[src/rtl/decoder_nxm_scan_pkg.sv]
// Shared constants and types for the N-to-2^N registered decoder and its scan prescaler.
package decoder_pkg;

    localparam logic MODE_DIRECT = 1'b0;
    localparam logic MODE_SCAN   = 1'b1;

    typedef enum logic [1:0] {
        ST_OFF    = 2'd0,
        ST_DIRECT = 2'd1,
        ST_SCAN   = 2'd2
    } state_t;

    // Bits needed to count 0..value-1; returns 0 for value <= 1.
    function automatic int clog2(input int value);
        int r;
        r = 0;
        for (int v = value - 1; v > 0; v = v >> 1) begin
            r++;
        end
        return r;
    endfunction

endpackage

[src/rtl/decoder_nxm_scan_prescaler.sv]
// Free-running 0..PRESCALE-1 counter; tick is the combinational terminal-count strobe while running.
module scan_prescaler
    import decoder_pkg::*;
#(
    parameter int PRESCALE = 4
) (
    input  logic clk,
    input  logic rst,
    input  logic clr,
    input  logic run,
    output logic tick
);

    // A one-cycle period still needs a 1-bit counter that simply sits at zero.
    localparam int CW = (PRESCALE > 1) ? clog2(PRESCALE) : 1;
    localparam logic [CW-1:0] TC = CW'(PRESCALE - 1);

    logic [CW-1:0] cnt;

    assign tick = run && (cnt == TC);

    always_ff @(posedge clk) begin
        if (rst) begin
            cnt <= '0;
        end else if (clr) begin
            cnt <= '0;
        end else if (run) begin
            cnt <= tick ? '0 : cnt + 1'b1;
        end
    end

endmodule

[src/rtl/decoder_nxm_scan.sv]
// Registered N-to-2^N one-hot decoder with a DIRECT select mode and an auto-stepping SCAN ring mode.
module decoder_nxm_scan
    import decoder_pkg::*;
#(
    parameter int N          = 2,
    parameter int PRESCALE   = 4,
    parameter int ACTIVE_LOW = 0
) (
    input  logic              clk,
    input  logic              rst,
    input  logic              enable,
    input  logic              mode,
    input  logic [N-1:0]      sel,
    input  logic              load,
    output logic [0:(2**N)-1] D,
    output logic [N-1:0]      idx,
    output logic              wrap
);

    localparam int OUTS = 2**N;

    state_t         state, state_n;
    logic [N-1:0]   idx_n;
    logic           wrap_n;
    logic           run, clr, tick;

    function automatic logic [0:OUTS-1] decode(input logic [N-1:0] i, input logic on);
        logic [0:OUTS-1] v;
        for (int k = 0; k < OUTS; k++) begin
            v[k] = on && (i == N'(k));
        end
        return (ACTIVE_LOW != 0) ? ~v : v;
    endfunction

    always_comb begin
        state_n = ST_OFF;
        if (enable) begin
            state_n = (mode == MODE_SCAN) ? ST_SCAN : ST_DIRECT;
        end
    end

    // The prescaler only needs clearing once on entry to DIRECT; it then holds because run is low.
    assign run = (state_n == ST_SCAN);
    assign clr = ((state_n == ST_SCAN) && load) ||
                 ((state_n == ST_DIRECT) && (state != ST_DIRECT));

    scan_prescaler #(
        .PRESCALE(PRESCALE)
    ) u_prescaler (
        .clk (clk),
        .rst (rst),
        .clr (clr),
        .run (run),
        .tick(tick)
    );

    always_comb begin
        idx_n  = idx;
        wrap_n = 1'b0;
        case (state_n)
            ST_DIRECT: idx_n = sel;
            ST_SCAN: begin
                if (load) begin
                    idx_n = sel;
                end else if (tick) begin
                    idx_n  = idx + 1'b1;
                    wrap_n = (idx == N'(OUTS - 1));
                end
            end
            default: idx_n = idx;
        endcase
    end

    // D decodes the index being written this edge, so D and idx always move together.
    always_ff @(posedge clk) begin
        if (rst) begin
            state <= ST_OFF;
            idx   <= '0;
            wrap  <= 1'b0;
            D     <= decode('0, 1'b0);
        end else begin
            state <= state_n;
            idx   <= idx_n;
            wrap  <= wrap_n;
            D     <= decode(idx_n, state_n != ST_OFF);
        end
    end

endmodule

[config.mk]
export PLATFORM = sky130hd
export DESIGN_NAME = decoder_nxm_scan
export DESIGN_NICKNAME = d
export VERILOG_FILES = /design/src/rtl/decoder_nxm_scan_pkg.sv /design/src/rtl/decoder_nxm_scan_prescaler.sv /design/src/rtl/decoder_nxm_scan.sv
export SDC_FILE = /design/constraint.sdc
export NUM_CORES = 1
export LEC_CHECK = 0
export BUFFER_PORTS_ARGS = -buffer_cell sky130_fd_sc_hd__buf_2
export CAP_MARGIN = 15
export CORE_AREA = 2 2 39 41
export CTS_CLUSTER_DIAMETER = 100
export CTS_CLUSTER_SIZE = 30
export DETAILED_ROUTE_END_ITERATION = 10
export DIE_AREA = 0 0 41 43
export GPL_TIMING_DRIVEN = 0
export SLEW_MARGIN = 10
export SYNTH_ARGS = -nofsm -noshare
export SYNTH_HDL_FRONTEND = slang
export SYNTH_SLANG_ARGS = --single-unit
[constraint.sdc]
create_clock -name clk -period 3.3 [get_ports clk]
set_input_delay 0.495 -clock clk [delete_from_list [all_inputs] [get_ports clk]]
set_output_delay 0.495 -clock clk [all_outputs]
set_load 0.05 [all_outputs]
==> results of run 1 <==
## layer usage
| metal | share of wire (%) | vias up | GRT usage (%) | wire, um |
|---|---|---|---|---|
| met5 | 0 | - | 0 | 0 |
| met4 | 1.5 | 0 | 6.00 | 14 |
| met3 | 4.0 | 2 | 4.71 | 38 |
| met2 | 44 | 9 | 16.6 | 421 |
| met1 | 50 | 188 | 18.2 | 479 |
| li1 | - | 207 | - | - |
## kinds of logic (layout without fill, tap and decap cells)
kind of cell,Yosys count,after routing,share of synthesized area [%]
multiplexers,4,4,9.16
adder cells (fa/ha/maj),2,2,4.95
buffers and inverters,3,19,2.47
AND/OR/NAND/NOR,16,16,19.1
AO/OA/AOI/OAI,11,11,20.8
flip-flops,11,11,43.6
## state kept, by name, indices dropped and copies added, names as in the netlist
register and flops:
D 4, idx 2, state 2, u_prescaler.cnt 2, wrap 1
## worst max-delay path: stages (launching register included)
cell and delay (ps):
dfxtp_1 350, ha_1 260, mux2_2 370, a32oi_2 310, o2111a_1 230
## per-stage QoR
step,setup slack (ps),cell area [um^2],hold WS (ps),util [%]
after floorplan,1530,505,447,-
after global placement,1690,586,459,42.3
after detailed placement,1690,586,463,42.3
after CTS,1700,612,425,44.2
after global routing,1620,612,423,44.2
final,1710,612,433,44.2
## synthesized netlist by cell type, types with 2 or more instances
master,count
nand2_1,4
o2111a_1,2
a21oi_1,2
nor2b_1,2
dfxtp_1,11
ha_1,2
mux2i_1,2
nor2_1,2
## worst max-delay path by stage
stage	from	end	cells after the start
after CTS	u_prescaler.cnt[0]$_SDFFE_PP0N_	D[1]$_SDFF_PP0_	4
after detailed placement	load	D[2]$_SDFF_PP0_	4
after floorplan	idx[0]$_SDFF_PP0_	D[0]$_SDFF_PP0_	4
after global placement	load	D[2]$_SDFF_PP0_	4
final	u_prescaler.cnt[0]$_SDFFE_PP0N_	D[1]$_SDFF_PP0_	4
after global routing	u_prescaler.cnt[0]$_SDFFE_PP0N_	D[0]$_SDFF_PP0_	4
## cell type report
cell class                 count  area share, %
buffer                         2           1.43
clock buffer                   4           4.29
inverter                       1          0.613
multi-input combinational     33           44.6
sequential                    11           36.0
tap                           16           3.27
timing repair buffer          12           9.82
## where the power goes
part | leakage, nW | switching, W | internal (W)
Sequential | 0.0899 | 0.00000283 | 0.000138
Combinational | 0.169 | 0.0000309 | 0.0000163
Clock | 0.0150 | 0.0000430 | 0.0000467
Total | 0.274 | 0.0000767 | 0.000201
==> results.md, run 1 <==
- Setup violations, final: 0
- RSZ-0062 raised after global routing: no
- Critical Path AT: 1790 ps
- Global route total overflow: 0
- Worst Skew: 5.03 ps
- Setup crit end kind: flop
- Cell Rows: 14
- Final Power: 0.000278 W
- Reg2Reg Launch Point: u_prescaler.cnt[0]$_SDFFE_PP0N_
- R2R Setup Slk: 1710 ps
- Syn_area_per_cell: 10.8 um^2
- Final slew viol count: 0
- Vias in the first global route: 357
- Worst reg2reg path depth: 4
- CP Class: reg2reg
- Die ar.: 1760 um^2
- Worst Hold End: wrap$_SDFF_PP0_
- Routed vias/inst: 5.14
- Yosys top cell area share: 43.6%
- CP required: 3500 ps
- Post-Layout Cell Count: 79
- Placed Instances: 75
- Clock Latency Late Sink: 260 ps
- Routability cong.: 0.719
- EDFF count, synth: 0
- Clock sink count: 11
- Most frequent cells in the layout: buf_2, dfxtp_1, nand2_1
- Status: completed
- Hold Crit Start: load
- CTS tree: done
- First-pass GRT wire length: 1.54 mm
- CTS H-tree lvls: 1
- Most common cell after layout, fill and taps aside: buf_2
- WHS Path Cells: 2
- Worst slew margin: 72.3%
- Leakage power figure: 0.274 nW
- DR iter-0 viols: 2
- Peak VDD IR: 208 uV
- Ant. Diodes: 0
- Area Growth Syn to Fin: 21.0%
- Synth top area cells: dfxtp_1, ha_1, o2111a_1
- Pwr per Cell Area: 454 nW/um^2
- Post-Syn Nets: 56
- Tightest Hold Check Type: in2reg
- CTS Hold Bufs: 0
- Fin nets: 73
- Initial antenna violation count: 0
- Synth area leader: dfxtp_1
- Post-Syn Area: 505 um^2
- DR WL/cell: 12.1 um
- Deepest clock path buffer count: 2
- Setup crit start kind: flop
- Slew @ Worst Pin: 416 ps
- Worst-path clk slew: 70 ps
- Reg2reg end: D[1]$_SDFF_PP0_
- Register Area: 220 um^2
- Final critical-path required period: 1590 ps
- Die W: 41 um
- Global Route Usage Sum: 12.8%
- Area of the multi-input gates: 273 um^2
- Root buf cell: clkbuf_4
- Post-DP HPWL: 691 um
- Synth warn: 0
- Residual DRC: 0
- Final critical-path share of the clock period: 48.2%
- Cell variety after synth: 28
- Share of cells above drive strength 1: 38.1%
- Crit-path max FO: 6
- Largest net degree at the start of global routing: 11
- Fraction of registers with async set/reset: 0%
- Number of CTS-inserted buffers: 3
- Synth Instances: 47
- Final Hold Viols: 0
- Post-Route WL: 954 um
- Initial Utilization: 36.5%
- # fillers: 152
- Routed Antenna Nets: 0
- Core area: 1380 um^2
- Port buffer count: 12
- Post-synthesis sequential element count: 11
- Vias: 406
- Die height: 43 um
- Setup bufs post-CTS: 0
- Seq/Total Area, Yosys: 43.6%
- Fmax: 629 MHz
- Setup TNS: 0 ps
- Max cap viols: 0
- First-pass iteration count of the detailed router: 2
- Top_reg_cell synth: dfxtp_1
- Post-CTS sizing: 0
- I/O Pins: 14
Power figures use the tool's default switching activity.
==> run 2, diff against run 1 <==
clock period = 1.55 ns   (was 3.3 ns; I/O delays follow)
==> run 2 against run 1 <==
  * Via count up 0.49%
  * Global-route usage up 1.9 points
  * Fmax up 9.9%
  * Power up 110%
  * Non-clock buffer count unchanged
  * Sequential cell count unchanged
  * Cell area up 5.3%
  * Critical path depth unchanged
  * Sequential power up 110%
  * Die area unchanged
==> results.md, run 2 (synthesis results as in run 1) <==
- Routability cong.: 0.731 (+1.8%)
- Largest reg by FF count: D
- Initial Utilization: 36.5% (unchanged)
- RSZ-0062 raised after global routing: no
- Final core occ: 46.6% (+2.4 points)
- Peak VDD IR: 387 uV (+86%)
- Worst-path cell with the longest stage delay: dfxtp_1
- Setup bufs post-CTS: 0 (unchanged)
- Met2 routed WL: 438 um (+4.0%)
- Register Area: 225 um^2 (+2.3%)
- Post-Route WL: 961 um (+0.73%)
- CP required: 1760 ps (-1740 ps)
- Max reg flops: 4 (unchanged)
- Pwr per Cell Area: 925 nW/um^2 (+100%)
- CP Class: reg2reg
- Area Growth Syn to Fin: 27.5%
- Critical Path AT: 1650 ps (-140 ps)
- Slew @ Worst Pin: 407 ps (-8.30 ps)
- First-pass iteration count of the detailed router: 3 (+1)
- Most frequent cells in the layout: buf_2, dfxtp_1, nand2_1
- Residual DRC: 0 (unchanged)
- Final slew viol count: 0 (unchanged)
- Largest net degree at the start of global routing: 11 (unchanged)
- Setup violations, final: 0 (unchanged)
- Vias: 408 (+0.49%)
- Die W: 41 um (unchanged)
- Initial antenna violation count: 0 (unchanged)
- Final critical-path required period: 1450 ps (-143 ps)
- Final critical-path share of the clock period: 93.3% (+45 points)
- Max incr delay on CP: 400 ps (+30 ps)
- Clock Latency Late Sink: 260 ps (about the same)
- I/O Pins: 14 (unchanged)
- Worst slew margin: 72.8% (+0.55 points)
- Fin nets: 73 (unchanged)
- Wl on met1: 454 um (-5.2%)
- Number of CTS-inserted buffers: 3 (unchanged)
- Die ar.: 1760 um^2 (unchanged)
- Deepest clock path buffer count: 2 (unchanged)
- Leakage power figure: 0.271 nW (-1.1%)
- # fillers: 144 (-5.3%)
- Core area: 1380 um^2 (unchanged)
- First-pass GRT wire length: 1.71 mm (+11%)
- Setup crit end kind: flop
- DR iter-0 viols: 9 (+7)
- Worst-path clk slew: 70 ps (about the same)
- Crit-path max FO: 6 (unchanged)
- CTS H-tree lvls: 1 (unchanged)
- Hold slack: 168 ps (-265 ps)
- CP Buf/Inv Count: 0 (unchanged)
- Vias in the first global route: 384 (+7.6%)
- Global Route Usage Sum: 14.7% (+1.9 points)
- Final Hold Viols: 0 (unchanged)
- Global route total overflow: 0 (unchanged)
- Die height: 43 um (unchanged)
- CTS tree: done
- Post-DP HPWL: 717 um (+3.8%)
- Status: completed
- Ant. Diodes: 0 (unchanged)
- Area of the multi-input gates: 300 um^2 (+10%)
- Clock sink count: 11 (unchanged)
- Routed Antenna Nets: 0 (unchanged)
- DR WL/cell: 12.2 um (+0.73%)
- Fmax: 691 MHz (+9.9%)
- Cell Rows: 14 (unchanged)
- Metal3 WL: 54 um (+42%)
- Routed vias/inst: 5.16 (+0.49%)
- Root buf cell: clkbuf_4
- Crit path max-delay family: compound AO/OA/AOI/OAI gates
- Crit path cell chain: ha_4, mux2_2, a32oi_4, o2111a_1
- Setup crit start kind: flop
- Most common cell after layout, fill and taps aside: buf_2
- Max cap viols: 0 (unchanged)
- Top Metal Used: met4
- Tightest Hold Check Type: in2reg
- Port buffer count: 12 (unchanged)
- Worst Skew: 4.12 ps (-0.916 ps)
- Share of cells above drive strength 1: 44.4% (+6.3 points)
run 2: through the flow:
| stage | std cells | total power (W) | worst slack [ps] | TNS (ps) | instance area [um^2] |
|---|---|---|---|---|---|
| floorplan | 47 | 0.000379 | 9.03 | 0 | 510 |
| global placement | 75 | 0.000406 | -2.56 | -2.56 | 591 |
| detailed placement | 75 | 0.000407 | -10.6 | -15.3 | 591 |
| CTS | 79 | 0.000609 | 7.91 | 0 | 628 |
| global route | 79 | 0.000647 | 26.7 | 0 | 644 |
| finish | 79 | 0.000596 | 104 | 0 | 644 |
run 2: metal layers:
layer,global-route usage (%),up-vias
met3,4.71,2
li1,-,210
met5,0,-
met1,20.1,187
met2,19.7,9
met4,8.00,0
run 2: area by class of cell:
class | count | share of cell area [%]
buffer | 2 | 1.36
inverter | 1 | 0.583
clock buffer | 4 | 4.08
tap | 16 | 3.11
timing repair buffer | 12 | 9.32
sequential | 11 | 35.0
multi-input combinational | 33 | 46.6
run 2: report_power, final:
group / leakage [nW] / switching (W) / internal (W)
registers: 0.0909 / 0.00000772 / 0.000294
clock network: 0.0150 / 0.0000902 / 0.0000993
logic: 0.165 / 0.0000675 / 0.0000374
total: 0.271 / 0.000165 / 0.000431
run 2: worst reg2reg max path, stage by stage, from the launching register on:
cell and delay, ps:
dfxtp_1 400, ha_4 190, mux2_2 360, a32oi_4 240
o2111a_1 220
run 2: repair_timing:
| item | CTS | global route |
|---|---|---|
| gates resized for setup | 1 | 3 |
| pin swaps | 0 | 0 |
| setup endpoints to repair | 2 | 6 |
| endpoints found under the hold margin | 0 | 0 |
| hold buffers | 0 | 0 |
run 2: worst paths after layout:
kind | from | to | slack (ps) | depth (start not counted)
worst max-delay path | u_prescaler.cnt[0]$_SDFFE_PP0N_ | D[0]$_SDFF_PP0_ | 100 | 4
worst min-delay path | load | wrap$_SDFF_PP0_ | 170 | 2
worst max register to register | u_prescaler.cnt[0]$_SDFFE_PP0N_ | D[0]$_SDFF_PP0_ | 100 | 4
worst min register to register | idx[1]$_SDFF_PP0_ | idx[1]$_SDFF_PP0_ | 490 | 2
